===== src/rtl/sl_receiver_if.sv =====
`timescale 1ns/1ps
// sl_receiver_if: bundles the SL line inputs and the CPU register port of the
// SL receiver. Optional macro SL_RX_IRQ_EN adds the irq line.
//
// Register port semantics: there is no valid/ready pair. A write is taken on
// every rising clk where wr_en=1, into the register chosen by addr. d_out
// always shows the register chosen by addr, with no wait states. sl0/sl1 are
// free-running level inputs, asynchronous to clk.
interface sl_receiver_if;
  logic        sl0;
  logic        sl1;
  logic        addr;
  logic        wr_en;
  logic [31:0] d_in;
  logic [31:0] d_out;
`ifdef SL_RX_IRQ_EN
  logic        irq;

  modport master (output sl0, sl1, addr, wr_en, d_in, input d_out, irq);
  modport slave  (input sl0, sl1, addr, wr_en, d_in, output d_out, irq);
`else
  modport master (output sl0, sl1, addr, wr_en, d_in, input d_out);
  modport slave  (input sl0, sl1, addr, wr_en, d_in, output d_out);
`endif
endinterface


===== src/rtl/sl_receiver.sv =====
`timescale 1ns/1ps
// sl_receiver: decodes two-wire SL frames (MSB-first data, odd parity bit,
// stop symbol) into a 32-bit word, checks parity/length/timeout, and exposes
// DATA and CTRL/STATUS through a polled register port.
// Optional macro SL_RX_IRQ_EN: adds registered irq output and CTRL[9] irq_mask.
module sl_receiver #(
  parameter int SYNC_STAGES  = 2,
  parameter int TIMEOUT_BASE = 64
) (
  input  logic         clk,
  input  logic         rst,
  sl_receiver_if.slave bus,
  output logic [1:0]   dbg_state
);

  typedef enum logic [1:0] {
    S_IDLE = 2'd0,
    S_BIT  = 2'd1,
    S_GAP  = 2'd2,
    S_STOP = 2'd3
  } state_t;

  // Fill counter width: counts synchronizer stages after reset.
  localparam int FW   = $clog2(SYNC_STAGES + 1);
  // Timeout counter width: large enough for TIMEOUT_BASE << 5.
  localparam int TO_W = $clog2((TIMEOUT_BASE * 32) + 1);

  // Synchronizer and line tracking
  logic [SYNC_STAGES-1:0] sync0_q, sync0_d;
  logic [SYNC_STAGES-1:0] sync1_q, sync1_d;
  logic [FW-1:0]          fill_q, fill_d;
  logic                   armed_q, armed_d;
  logic [1:0]             line_prev_q, line_prev_d;
  logic                   s0, s1;
  logic                   sym_idle, sym_zero, sym_one, sym_stop;
  logic                   line_change, fill_done;

  // Frame FSM and datapath
  state_t                 state_q, state_d;
  logic [32:0]            sr_q, sr_d;
  logic [5:0]             cnt_q, cnt_d;
  logic [5:0]             len_lat_q, len_lat_d;
  logic [2:0]             fm_lat_q, fm_lat_d;
  logic [TO_W-1:0]        to_cnt_q, to_cnt_d;
  logic [TO_W-1:0]        to_limit;
  logic                   timeout, done, abort;

  // Completion decode
  logic [6:0]             eff_len;
  logic                   len_ok, accept, set_len_err, set_ovr;

  // Register file
  logic                   wr_ctrl;
  logic [5:0]             len_q, len_d;
  logic [2:0]             fm_q, fm_d;
  logic [31:0]            data_q, data_d;
  logic                   ready_q, ready_d;
  logic                   par_err_q, par_err_d;
  logic                   len_err_q, len_err_d;
  logic                   ovr_q, ovr_d;
  logic [31:0]            ctrl_rd;
  logic                   busy;
`ifdef SL_RX_IRQ_EN
  logic                   irq_mask_q, irq_mask_d;
  logic                   irq_q, irq_d;
  logic                   unused_d_in;
  assign unused_d_in = ^{bus.d_in[31:21], bus.d_in[16:10]};
`else
  logic                   unused_d_in;
  assign unused_d_in = ^{bus.d_in[31:21], bus.d_in[16:9]};
`endif

  // Synchronized line levels; symbol pair is {sl0, sl1}.
  assign s0          = sync0_q[SYNC_STAGES-1];
  assign s1          = sync1_q[SYNC_STAGES-1];
  assign sym_idle    = s0 & s1;
  assign sym_zero    = ~s0 & s1;
  assign sym_one     = s0 & ~s1;
  assign sym_stop    = ~s0 & ~s1;
  assign line_change = ({s0, s1} != line_prev_q);
  assign fill_done   = (fill_q == FW'(SYNC_STAGES));

  // Abort once the line has been stable for the latched timeout length.
  assign to_limit    = TO_W'(TIMEOUT_BASE) << fm_lat_q;
  assign timeout     = ~line_change && ((to_cnt_q + TO_W'(1)) == to_limit);

  assign busy        = (state_q != S_IDLE);
  assign dbg_state   = state_q;
  assign wr_ctrl     = bus.wr_en & bus.addr;

  // Synchronizer shift, line history, and re-arm after a genuine idle level.
  // Reset leaves the synchronizer at 1s, so a frame may only start once the
  // real sampled lines have shown 11 after the pipeline has filled.
  always_comb begin
    sync0_d     = {sync0_q[SYNC_STAGES-2:0], bus.sl0};
    sync1_d     = {sync1_q[SYNC_STAGES-2:0], bus.sl1};
    fill_d      = fill_done ? fill_q : fill_q + FW'(1);
    line_prev_d = {s0, s1};
    armed_d     = fill_done &
                  (sym_idle | (armed_q & (state_q == S_IDLE) & ~sym_stop));
  end

  // Synchronizer and line-tracking registers.
  always_ff @(posedge clk or posedge rst) begin
    if (rst) begin
      sync0_q     <= '1;
      sync1_q     <= '1;
      fill_q      <= '0;
      armed_q     <= 1'b0;
      line_prev_q <= 2'b11;
    end else begin
      sync0_q     <= sync0_d;
      sync1_q     <= sync1_d;
      fill_q      <= fill_d;
      armed_q     <= armed_d;
      line_prev_q <= line_prev_d;
    end
  end

  // Frame FSM next state, shift register, bit counter and timeout counter.
  always_comb begin
    state_d   = state_q;
    sr_d      = sr_q;
    cnt_d     = cnt_q;
    len_lat_d = len_lat_q;
    fm_lat_d  = fm_lat_q;
    to_cnt_d  = '0;
    done      = 1'b0;
    abort     = 1'b0;
    if (state_q != S_IDLE) begin
      to_cnt_d = line_change ? '0 : to_cnt_q + TO_W'(1);
    end
    case (state_q)
      S_IDLE: begin
        if (armed_q && (sym_zero || sym_one)) begin
          len_lat_d = len_q;
          fm_lat_d  = (fm_q > 3'd5) ? 3'd5 : fm_q;
          sr_d      = {32'd0, sym_one};
          cnt_d     = 6'd1;
          state_d   = S_BIT;
        end
      end
      S_BIT: begin
        if (sym_idle) begin
          state_d = S_GAP;
        end else if (sym_stop) begin
          state_d = S_STOP;
        end
      end
      S_GAP: begin
        if (sym_zero || sym_one) begin
          sr_d    = {sr_q[31:0], sym_one};
          cnt_d   = (cnt_q == 6'd63) ? cnt_q : cnt_q + 6'd1;
          state_d = S_BIT;
        end else if (sym_stop) begin
          state_d = S_STOP;
        end
      end
      S_STOP: begin
        if (sym_idle) begin
          done    = 1'b1;
          state_d = S_IDLE;
        end
      end
      default: state_d = S_IDLE;
    endcase
    if (timeout && (state_q != S_IDLE) && !done) begin
      abort    = 1'b1;
      state_d  = S_IDLE;
      to_cnt_d = '0;
    end
  end

  // Frame FSM and datapath registers.
  always_ff @(posedge clk or posedge rst) begin
    if (rst) begin
      state_q   <= S_IDLE;
      sr_q      <= '0;
      cnt_q     <= '0;
      len_lat_q <= 6'd8;
      fm_lat_q  <= '0;
      to_cnt_q  <= '0;
    end else begin
      state_q   <= state_d;
      sr_q      <= sr_d;
      cnt_q     <= cnt_d;
      len_lat_q <= len_lat_d;
      fm_lat_q  <= fm_lat_d;
      to_cnt_q  <= to_cnt_d;
    end
  end

  // LEN 0 and LEN above 32 both mean a 32-bit word; frame carries LEN+1 bits.
  assign eff_len     = ((len_lat_q == 6'd0) || (len_lat_q > 6'd32)) ? 7'd32
                                                                     : {1'b0, len_lat_q};
  assign len_ok      = ({1'b0, cnt_q} == (eff_len + 7'd1));
  assign accept      = done & len_ok & ~ready_q;
  assign set_ovr     = done & len_ok & ready_q;
  assign set_len_err = abort | (done & ~len_ok);

  // Register updates: w1c clears first, then flag sets so a set wins.
  always_comb begin
    len_d     = len_q;
    fm_d      = fm_q;
    data_d    = data_q;
    ready_d   = ready_q   & ~(wr_ctrl & bus.d_in[17]);
    par_err_d = par_err_q & ~(wr_ctrl & bus.d_in[18]);
    len_err_d = len_err_q & ~(wr_ctrl & bus.d_in[19]);
    ovr_d     = ovr_q     & ~(wr_ctrl & bus.d_in[20]);
`ifdef SL_RX_IRQ_EN
    irq_mask_d = irq_mask_q;
`endif
    if (wr_ctrl) begin
      len_d = bus.d_in[5:0];
      fm_d  = bus.d_in[8:6];
`ifdef SL_RX_IRQ_EN
      irq_mask_d = bus.d_in[9];
`endif
    end
    if (accept) begin
      // Shift register was cleared at frame start, so bits above LEN are 0.
      data_d  = sr_q[32:1];
      ready_d = 1'b1;
      if (~^sr_q) begin
        par_err_d = 1'b1;
      end
    end
    if (set_len_err) begin
      len_err_d = 1'b1;
    end
    if (set_ovr) begin
      ovr_d = 1'b1;
    end
`ifdef SL_RX_IRQ_EN
    irq_d = ~irq_mask_d & (ready_d | par_err_d | len_err_d | ovr_d);
`endif
  end

  // Register file and status flags.
  always_ff @(posedge clk or posedge rst) begin
    if (rst) begin
      len_q     <= 6'd8;
      fm_q      <= '0;
      data_q    <= '0;
      ready_q   <= 1'b0;
      par_err_q <= 1'b0;
      len_err_q <= 1'b0;
      ovr_q     <= 1'b0;
`ifdef SL_RX_IRQ_EN
      irq_mask_q <= 1'b0;
      irq_q      <= 1'b0;
`endif
    end else begin
      len_q     <= len_d;
      fm_q      <= fm_d;
      data_q    <= data_d;
      ready_q   <= ready_d;
      par_err_q <= par_err_d;
      len_err_q <= len_err_d;
      ovr_q     <= ovr_d;
`ifdef SL_RX_IRQ_EN
      irq_mask_q <= irq_mask_d;
      irq_q      <= irq_d;
`endif
    end
  end

`ifdef SL_RX_IRQ_EN
  assign bus.irq = irq_q;
`endif

  // Combinational read mux for the selected register.
  always_comb begin
    ctrl_rd      = 32'd0;
    ctrl_rd[5:0] = len_q;
    ctrl_rd[8:6] = fm_q;
`ifdef SL_RX_IRQ_EN
    ctrl_rd[9]   = irq_mask_q;
`endif
    ctrl_rd[16]  = busy;
    ctrl_rd[17]  = ready_q;
    ctrl_rd[18]  = par_err_q;
    ctrl_rd[19]  = len_err_q;
    ctrl_rd[20]  = ovr_q;
    bus.d_out    = bus.addr ? ctrl_rd : data_q;
  end

endmodule

===== src/flat_wrapper.sv =====
// flat-port wrapper written by rule: the top's interface ports become plain ports
module sl_receiver_flat 
#(
  parameter int SYNC_STAGES  = 2,
  parameter int TIMEOUT_BASE = 64
)
  (clk, rst, dbg_state, bus_sl0, bus_sl1, bus_addr, bus_wr_en, bus_d_in, bus_d_out);
  sl_receiver_if bus_i ();
  input  logic clk;
  input  logic rst;
  output logic [1:0] dbg_state;
  input wire logic [$bits(bus_i.sl0)-1:0] bus_sl0;
  input wire logic [$bits(bus_i.sl1)-1:0] bus_sl1;
  input wire logic [$bits(bus_i.addr)-1:0] bus_addr;
  input wire logic [$bits(bus_i.wr_en)-1:0] bus_wr_en;
  input wire logic [$bits(bus_i.d_in)-1:0] bus_d_in;
  output wire logic [$bits(bus_i.d_out)-1:0] bus_d_out;
  assign bus_i.sl0 = bus_sl0;
  assign bus_i.sl1 = bus_sl1;
  assign bus_i.addr = bus_addr;
  assign bus_i.wr_en = bus_wr_en;
  assign bus_i.d_in = bus_d_in;
  assign bus_d_out = bus_i.d_out;
  sl_receiver #(.SYNC_STAGES(SYNC_STAGES), .TIMEOUT_BASE(TIMEOUT_BASE)) u_core (.clk(clk), .rst(rst), .bus(bus_i), .dbg_state(dbg_state));
endmodule

===== config.mk =====
export PLATFORM = sky130hd
export DESIGN_NAME = sl_receiver_flat
export DESIGN_NICKNAME = d
export VERILOG_FILES = /design/src/rtl/sl_receiver_if.sv /design/src/rtl/sl_receiver.sv /design/src/flat_wrapper.sv
export SDC_FILE = /design/constraint.sdc
export NUM_CORES = 1
export LEC_CHECK = 0
export CORE_UTILIZATION = 45
export CTS_BUF_LIST = sky130_fd_sc_hd__clkbuf_8
export DETAILED_ROUTE_END_ITERATION = 10
export GPL_TIMING_DRIVEN = 0
export MAX_ROUTING_LAYER = met4
export PLACE_DENSITY = 0.7
export SLEW_MARGIN = 20
export SYNTH_ARGS = -nofsm -noshare
export SYNTH_HDL_FRONTEND = slang
export SYNTH_SLANG_ARGS = --single-unit

===== constraint.sdc =====
create_clock -name clk -period 5.9 [get_ports clk]
set_input_delay 0.59 -clock clk [delete_from_list [all_inputs] [get_ports clk]]
set_output_delay 0.59 -clock clk [all_outputs]
set_load 0.1 [all_outputs]

# Yosys cells after proc, flatten, opt, wreduce, memory -nomap -nowiden

Cells that the tools add are included.

Flip-flop bits (word level): 116
Input port bits: 38
Output and inout bits: 34
Word-level logic and storage cells: 114

Add/sub/neg operators: 4
Order comparisons: 2
Eq/ne operators: 13
Shift operators: 1
Mux-type cells: 28
Bitwise operators: 32
Reductions and logical operators: 16

Operators by type and width:

| cell                  | count |
|---|---|
| $mux 33               | 2 |
| $pmux 33 s2           | 1 |
| $mux 12               | 3 |
| $reduce_xnor 33->1    | 1 |
| $mux 32               | 1 |
| $mux 6                | 4 |
| $and 1x1->1           | 20 |
| $add 12x1->12 const B | 1 |
| $eq 12x12->1          | 1 |
| $mux 2                | 6 |
| $pmux 6 s2            | 1 |
| $shl 7x3->12 const A  | 1 |
| $not 1->1             | 10 |
| $mux 1                | 8 |
| $pmux 2 s4            | 1 |
| $add 7x1->7 const B   | 1 |
| $eq 6x7->1            | 1 |
| $add 6x1->6 const B   | 1 |
| $eq 2x2->1 const B    | 3 |
| $eq 6x6->1 const B    | 1 |
| $gt 6x6->1 const B    | 1 |
| $logic_not 6->1       | 1 |
| $logic_and 1x1->1     | 4 |
| $ne 2x2->1 const B    | 2 |
| 16 further kinds      | 20 |

# Depth between registers and ports, before layout

Gate-level depths: netlist (run 1).

Word-level depth: 9
Gate-level depth with buffers: 11
Gate-level depth less buffers: 9

# Worst setup path before layout (run 1)

OpenSTA, ideal clock, no wires.

Path type: input to output
From: in bus_addr
To: out bus_d_out[16]
Arrival: 2.732 ns
Data required time: 5.310 ns
Path slack: 2.578 ns
Cell stages on the path: 4
Path buffers: 2
Cell sequence: clkbuf_1 clkbuf_1 nor2_1 a21oi_1

Cells in the longest elaborated chain, start to end: 1

RTL lines:

| item               | line               | source |
|---|---|---|
| start: declaration | flat_wrapper.sv:14 | `input wire logic [$bits(bus_i.addr)-1:0] bus_addr;` |
| $mux 32            | sl_receiver.sv:285 | `bus.d_out = bus.addr ? ctrl_rd : data_q;` |
| end: declaration   | flat_wrapper.sv:17 | `output wire logic [$bits(bus_i.d_out)-1:0] bus_d_out;` |

No other way between the ends.

# Final worst setup path (run 1)

From: reg u_core.len_lat_q[5]
To: reg u_core.data_q[5]

Cells in the longest elaborated chain, start to end: 7
Elaborated cells on any way between the ends: 8
Those cells by class: 1 x add/sub; 1 x order compare; 1 x eq/ne; 1 x mux; 2 x bitwise; 2 x reduce/logical

RTL lines:

| item                                                 | line               | source |
|---|---|---|
| start: declaration                                   | sl_receiver.sv:42  | `logic [5:0] len_lat_q, len_lat_d;` |
| start signal: assignment                             | sl_receiver.sv:187 | `len_lat_q <= len_lat_d;` |
| $gt 6x6->1 / $logic_not 6->1 (equally long branches) | sl_receiver.sv:194 | `assign eff_len = ((len_lat_q == 6'd0) \|\| (len_lat_q > 6'd32)) ? 7'd32` |
| $logic_or 1x1->1                                     | sl_receiver.sv:194 |  |
| $mux 6 *                                             | sl_receiver.sv:194 |  |
| $add 7x1->7 *                                        | sl_receiver.sv:196 | `assign len_ok = ({1'b0, cnt_q} == (eff_len + 7'd1));` |
| $eq 6x7->1 *                                         | sl_receiver.sv:196 |  |
| $and 1x1->1 * (2 in a row)                           | sl_receiver.sv:197 | `assign accept = done & len_ok & ~ready_q;` |
| end signal: assignment                               | sl_receiver.sv:256 | `data_q <= data_d;` |
| end: declaration                                     | sl_receiver.sv:56  | `logic [31:0] data_q, data_d;` |

Mark *: on every way between the ends. The rest lies on a longest branch, timed or not.
A chain may end at the register's enable or synchronous reset.

==> impl_metrics.toml, run 1 <==
[global_routing]
grt_pass1_wl_um = 20900
grt.total_usage = 0.214
grt_antenna_before_repair = 0
overflow = 0
grt_max_degree = 62
grt_pass1_vias = 4390

[critical_path]
crit_start = "u_core.len_lat_q[5]$_DFFE_PP0P_"
worstPathRequired_ns = 6.22
cp_num_buf_inv = 2
crit_top_cell = "xnor2_1"
critPathSlowestCell = "or4b_1"
worstPathMaxFanout = 10
cp_cell_sequence = "clkbuf_1 > nor2b_1 > ha_1 > xnor2_1 > xnor2_1 > or4b_1 > a311oi_1 > o21ai_2 > nor3_4 > buf_6 > mux2_2"
crit_arrival_ns = 3.75
path_class = "reg2reg"
endpoint_kind = "register"
cp_slowest_stage_delay_ns = 0.46
regToRegStartpoint = "u_core.len_lat_q[5]$_DFFE_PP0P_"
path_delay_family = "simple AND/OR/NAND/NOR gates"
start_kind = "register"

[drt]
drt_iter0_drc = 252
wl_um = 12300
avgViaCountPerCell = 5.29
wl_met3_um = 574
wl_met2_um = 5920
ant_nets = 0
routed.top_layer = "met4"
routed-via-count = 4274
first_pass_iters = 4
met1_length_um = 5620
wl_per_cell_um = 15.2
drc = 0

[sta]
hold_violations = 0
setup_tns_ns = 0
worstMarginPinSlew_ns = 0.976
final.setup_skew_ns = 0.0143
fmax_mhz = 292
finalSetupViolations = 0
worst_slack_ns = 2.47
max-slew-margin-rel = 0.347
rsz0062_at_grt = "no"
timing.final.max_slew_violations = 0
finalCriticalPeriod_ns = 3.43
post-route-period-util = 0.581

[floorplanning]
rows = 41
design.die.area_mm2 = 0.0133
core_area_mm2 = 0.0126
die_w_um = 115
io_pins = 72
die_h_um = 115
start_util = 0.460

[power_and_ir_drop]
ir_drop_uv = 154
power_density_mw_per_mm2 = 336
p_leak_nw = 3.07

[cts]
cts_buffers = 17
hold_buffers = 0
cts_sinks = 116
htreeDepth = 4
cts_resized = 0
cts_buffer_depth = 2
cts_tree = "done"
clock-root-buffer = "clkbuf_8"
cts_setup_buffers = 0
clk_latency_ns = 0.45
clk_pin_slew_ns = 0.07

[cells_and_area]
drive_gt1_frac = 0.170
area_delta_synth_final_pct = 19.6
nets = 668
antennaDiodeCount = 0

[logic_synthesis]
synth_cells = 552
ys_seq_elements = 116
syn_avg_cell_area_um2 = 10.5
synth_area_mm2 = 0.00578
ys_seq_area_frac = 0.504
synth_cell_types = 49
synthArstFlopShare = 1.00
syn_nets = 597
ys.flop_type = "dfrtp_1"
synth_edf_count = 0
synth_warnings = 0

[placement]
hpwlAfterDp_um = 8650
dpl_worst_slack_ns = 2.47
gp_congestion = 0.830
port_buffers = 51

[run_status]
status = "completed"

[flow_run]
cap_violations = 0

[min_path]
min-delay-path-class = "reg2reg"
worstHoldStart = "u_core.sync1_q[0]$_DFF_PP1_"
logic make-up after synthesis:
family	share of synthesized area
and+or+nand+nor	0.187
AOI/OAI and AO/OA	0.0496
adders and majority gates	0.0152
buffers and inverters	0.0312
xor gates and xnor gates	0.0864
DFF	0.504
muxes	0.126
Yosys cell counts (12+ instances only):
library cell,n,area share
nor2_1,25,0.016
clkbuf_1,25,0.016
xnor2_1,45,0.068
nor2b_1,25,0.027
dfrtp_1,108,0.47
nand2_1,81,0.053
nand3_1,45,0.039
inv_1,12,0.0078
mux2_2,61,0.12
nor3_1,14,0.012
xor2_1,12,0.018
a21oi_1,13,0.011
worst paths after layout:
check / end / slack (ns) / cells past startpoint
setup reg to reg: u_core.data_q[5]$_DFFE_PP0P_ / 2.47 / 11
hold / removal: u_core.sync1_q[1]$_DFF_PP1_ / 0.36 / 0
max in group asynchronous: u_core.line_prev_q[1]$_DFF_PP1_ / 4.59 / 3
hold reg to reg: u_core.sync1_q[1]$_DFF_PP1_ / 0.36 / 0
min in group asynchronous: u_core.data_q[3]$_DFFE_PP0P_ / 0.59 / 2
setup / recovery: u_core.data_q[5]$_DFFE_PP0P_ / 2.47 / 11
area by class of cell:
| class | count | area, um2 |
|---|---|---|
| Buffer | 30 | 135 |
| Clock buffer | 21 | 289 |
| Clock inverter | 11 | 87.6 |
| Fill cell | 1123 | 5660 |
| Inverter | 12 | 50.0 |
| Multi-Input combinational cell | 394 | 2680 |
| Sequential cell | 116 | 2910 |
| Tap cell | 172 | 215 |
| Timing Repair Buffer | 52 | 538 |
cells in the final DEF, fill, tap and decap left out, types with 2 or more instances in the layout:
cell	netlist	final
clkbuf_8	0	21
mux2_2	61	61
nor3_1	14	14
a22o_1	2	2
and3_1	3	3
nand2b_1	3	3
ha_1	7	7
xnor2_1	45	45
clkinvlp_4	0	5
nor2b_1	25	25
clkbuf_1	25	25
mux2i_1	3	3
xor2_1	12	12
dfstp_2	8	8
o211ai_1	3	3
nor4_1	5	5
buf_1	2	2
or2_2	3	3
inv_1	12	15
nor2_1	25	25
a21oi_1	13	13
nor3b_1	3	3
o21ai_0	8	8
dfrtp_1	108	108
or3_1	3	3
nand2_1	81	81
nand3b_1	2	2
or4_1	2	2
nand4_1	5	5
clkdlybuf4s50_1	0	51
nand3_1	45	45
buf_6	3	3
or4b_1	2	2
registers in the layout, summed over array words and instances, names as in the netlist, 2 cells and up:
signal	cells
u_core.fm_q	3
u_core.to_cnt_q	12
u_core.dbg_state	2
u_core.data_q	32
u_core.len_q	6
u_core.sync0_q	2
u_core.len_lat_q	6
u_core.sync1_q	2
u_core.fm_lat_q	3
u_core.sr_q	33
u_core.line_prev_q	2
u_core.fill_q	2
u_core.cnt_q	6
per-stage QoR:
stage,util,power (mW),instance area (um2),hold slack [ns],std cells
2_1_floorplan,-,1.47,5780,0.345,552
3_3_place_gp,0.517,1.62,6500,0.347,775
3_5_place_dp,0.520,1.65,6540,0.347,776
4_1_cts,0.550,2.34,6910,0.357,808
5_1_grt,0.550,2.45,6910,0.365,808
6_report,0.550,2.32,6910,0.355,808
metal layers:
metal	track usage	vias up
li1	-	2033
met1	0.266	2135
met2	0.332	90
met3	0.0569	16
met4	0.0857	0
met5	-	-
report_power, final:
group	switching (mW)	internal [mW]	leakage, nW	total, mW
registers	0.0944	0.874	1.54	0.968
logic	0.428	0.237	1.33	0.665
clock network	0.321	0.370	0.191	0.690
total	0.843	1.48	3.07	2.32
Note: power is estimated with default switching activity, not from simulation.
==> run 2, diff against run 1 <==
- clock period: 5.9 -> 3.4 ns (I/O delays scaled with it)
==> run 2 against run 1 <==
Critical path depth shrank 1. Power grew 73%. Sequential power grew 76%. Final cell count is the same. Highest routed layer unchanged. Cell area is essentially flat. Clock power grew 74%. Die area is the same. Combinational power grew 71%.
==> impl_metrics.toml, run 2 (synthesized netlist as in run 1, its figures left out) <==
[cells_and_area]
antennaDiodeCount = 0
largest_register = "u_core.sr_q"
fillers = 1122
mostFrequentLayoutCells = "108 x dfrtp_1, 81 x nand2_1, 61 x mux2_2"
stdcell_count = 808
nets = 668
reg_top3 = "u_core.sr_q (33), u_core.data_q (32), u_core.to_cnt_q (12)"
area_delta_synth_final_pct = 19.7
largest_reg_flops = 33
drive_gt1_frac = 0.171
layout_commonest_cell = "dfrtp_1"

[placement]
hpwlAfterDp_um = 8650
port_buffers = 51
dpl_worst_slack_ns = -0.0316
gp_congestion = 0.830
numPlacedInstances = 776

[critical_path]
critPathSlowestCell = "dfrtp_1"
cp_slowest_stage_delay_ns = 0.53
worstPathRequired_ns = 3.72
crit_top_cell = "xnor2_1"
worstPathMaxFanout = 11
endpoint_kind = "register"
path_class = "reg2reg"
cp_cell_sequence = "nor2b_1 > ha_1 > xnor2_1 > xnor2_1 > or4b_1 > a311oi_1 > o21ai_2 > nor3_4 > buf_6 > mux2_2"
crit_arrival_ns = 3.54
start_kind = "register"

[min_path]
min-delay-path-class = "in2reg"

[flow_run]
cap_violations = 0

[global_routing]
grt_max_degree = 62
grt_pass1_wl_um = 20900
overflow = 0
grt_pass1_vias = 4389
grt.total_usage = 0.214
grt_antenna_before_repair = 0

[drt]
wl_um = 12300
drc = 0
first_pass_iters = 4
ant_nets = 0
drt_iter0_drc = 235
routed-via-count = 4283
wl_per_cell_um = 15.2
avgViaCountPerCell = 5.30

[floorplanning]
die_w_um = 115
start_util = 0.460
design.die.area_mm2 = 0.0133
core_area_mm2 = 0.0126
io_pins = 72
die_h_um = 115
rows = 41

[sta]
hold_violations = 0
fmax_mhz = 311
worstMarginPinSlew_ns = 0.976
final.setup_skew_ns = 0.0134
post-route-period-util = 0.945
worst_slack_ns = 0.185
finalSetupViolations = 0
finalCriticalPeriod_ns = 3.21
timing.final.max_slew_violations = 0
setup_tns_ns = 0
max-slew-margin-rel = 0.347
rsz0062_at_grt = "no"

[cts]
htreeDepth = 4
hold_buffers = 0
cts_buffer_depth = 2
cts_tree = "done"
clk_latency_ns = 0.44
cts_sinks = 116
cts_buffers = 17
clock-root-buffer = "clkbuf_8"
clk_pin_slew_ns = 0.07

[run_status]
status = "completed"

[power_and_ir_drop]
p_leak_nw = 3.08
ir_drop_uv = 267
power_density_mw_per_mm2 = 582
[run 2: cell types whose count changed in the layout (fill, tap and decap cells not counted), sizes merged]
cell    change
buf         +1
clkbuf      -1
[run 2: final timing paths]
check / startpoint / end / slack [ns] / cells past startpoint
worst max-delay path: u_core.len_lat_q[5]$_DFFE_PP0P_ / u_core.data_q[26]$_DFFE_PP0P_ / 0.19 / 10
worst min-delay path: bus_sl0 / u_core.sync0_q[0]$_DFF_PP1_ / 0.30 / 1
worst max register to register: u_core.len_lat_q[5]$_DFFE_PP0P_ / u_core.data_q[26]$_DFFE_PP0P_ / 0.19 / 10
worst min register to register: u_core.sync1_q[0]$_DFF_PP1_ / u_core.sync1_q[1]$_DFF_PP1_ / 0.36 / 0
max in group asynchronous: rst / u_core.line_prev_q[1]$_DFF_PP1_ / 2.34 / 3
min in group asynchronous: rst / u_core.sr_q[4]$_DFFE_PP0P_ / 0.35 / 2
[run 2: timing repair]
action                                  CTS  global route
endpoints found under the setup margin   26            32
pin swaps                                 1             0
resized for setup                         0             0
setup buffers                             1             0
[run 2: through the flow]
step | utilization | hold WS, ns | area (um2) | total power [mW]
after CTS | 0.551 | 0.269 | 6920 | 4.07
after floorplan | - | 0.344 | 5780 | 2.55
after global routing | 0.550 | 0.277 | 6920 | 4.25
final | 0.550 | 0.302 | 6920 | 4.03
after global placement | 0.517 | 0.347 | 6500 | 2.81
after detailed placement | 0.520 | 0.347 | 6540 | 2.86
[run 2: power by group]
| group | switching [mW] | internal (mW) |
|---|---|---|
| sequential | 0.179 | 1.52 |
| clock | 0.554 | 0.642 |
| combinational | 0.727 | 0.410 |
[run 2: area by class of cell]
cell class,instances,area (um2),area share
flip-flops and latches,116,2910,0.421
clock inverters,11,87.6,0.0127
multi-input cells,394,2680,0.388
well taps,172,215,0.0311
repair buffers,53,546,0.0789
inverters,12,50.0,0.00724
clock buffers,21,289,0.0418
plain buffers,29,131,0.0190
[run 2: per-layer routing]
metal,vias to the layer above,track usage,share of wire
li1,2034,-,-
met1,2144,0.267,0.45
met2,91,0.333,0.49
met3,14,0.0569,0.044
met4,0,0.0823,0.014
met5,-,-,0
[run 2: worst max-delay path: cells and delay by family, from the launching register on]
kind	cells	cell delay, ns
AND/OR/NAND/NOR	3	0.88
flip-flops	1	0.53
AO/OA/AOI/OAI	2	0.51
XOR/XNOR	2	0.38
multiplexers	1	0.34
adder cells (fa/ha/maj)	1	0.23
buffers and inverters	1	0.21
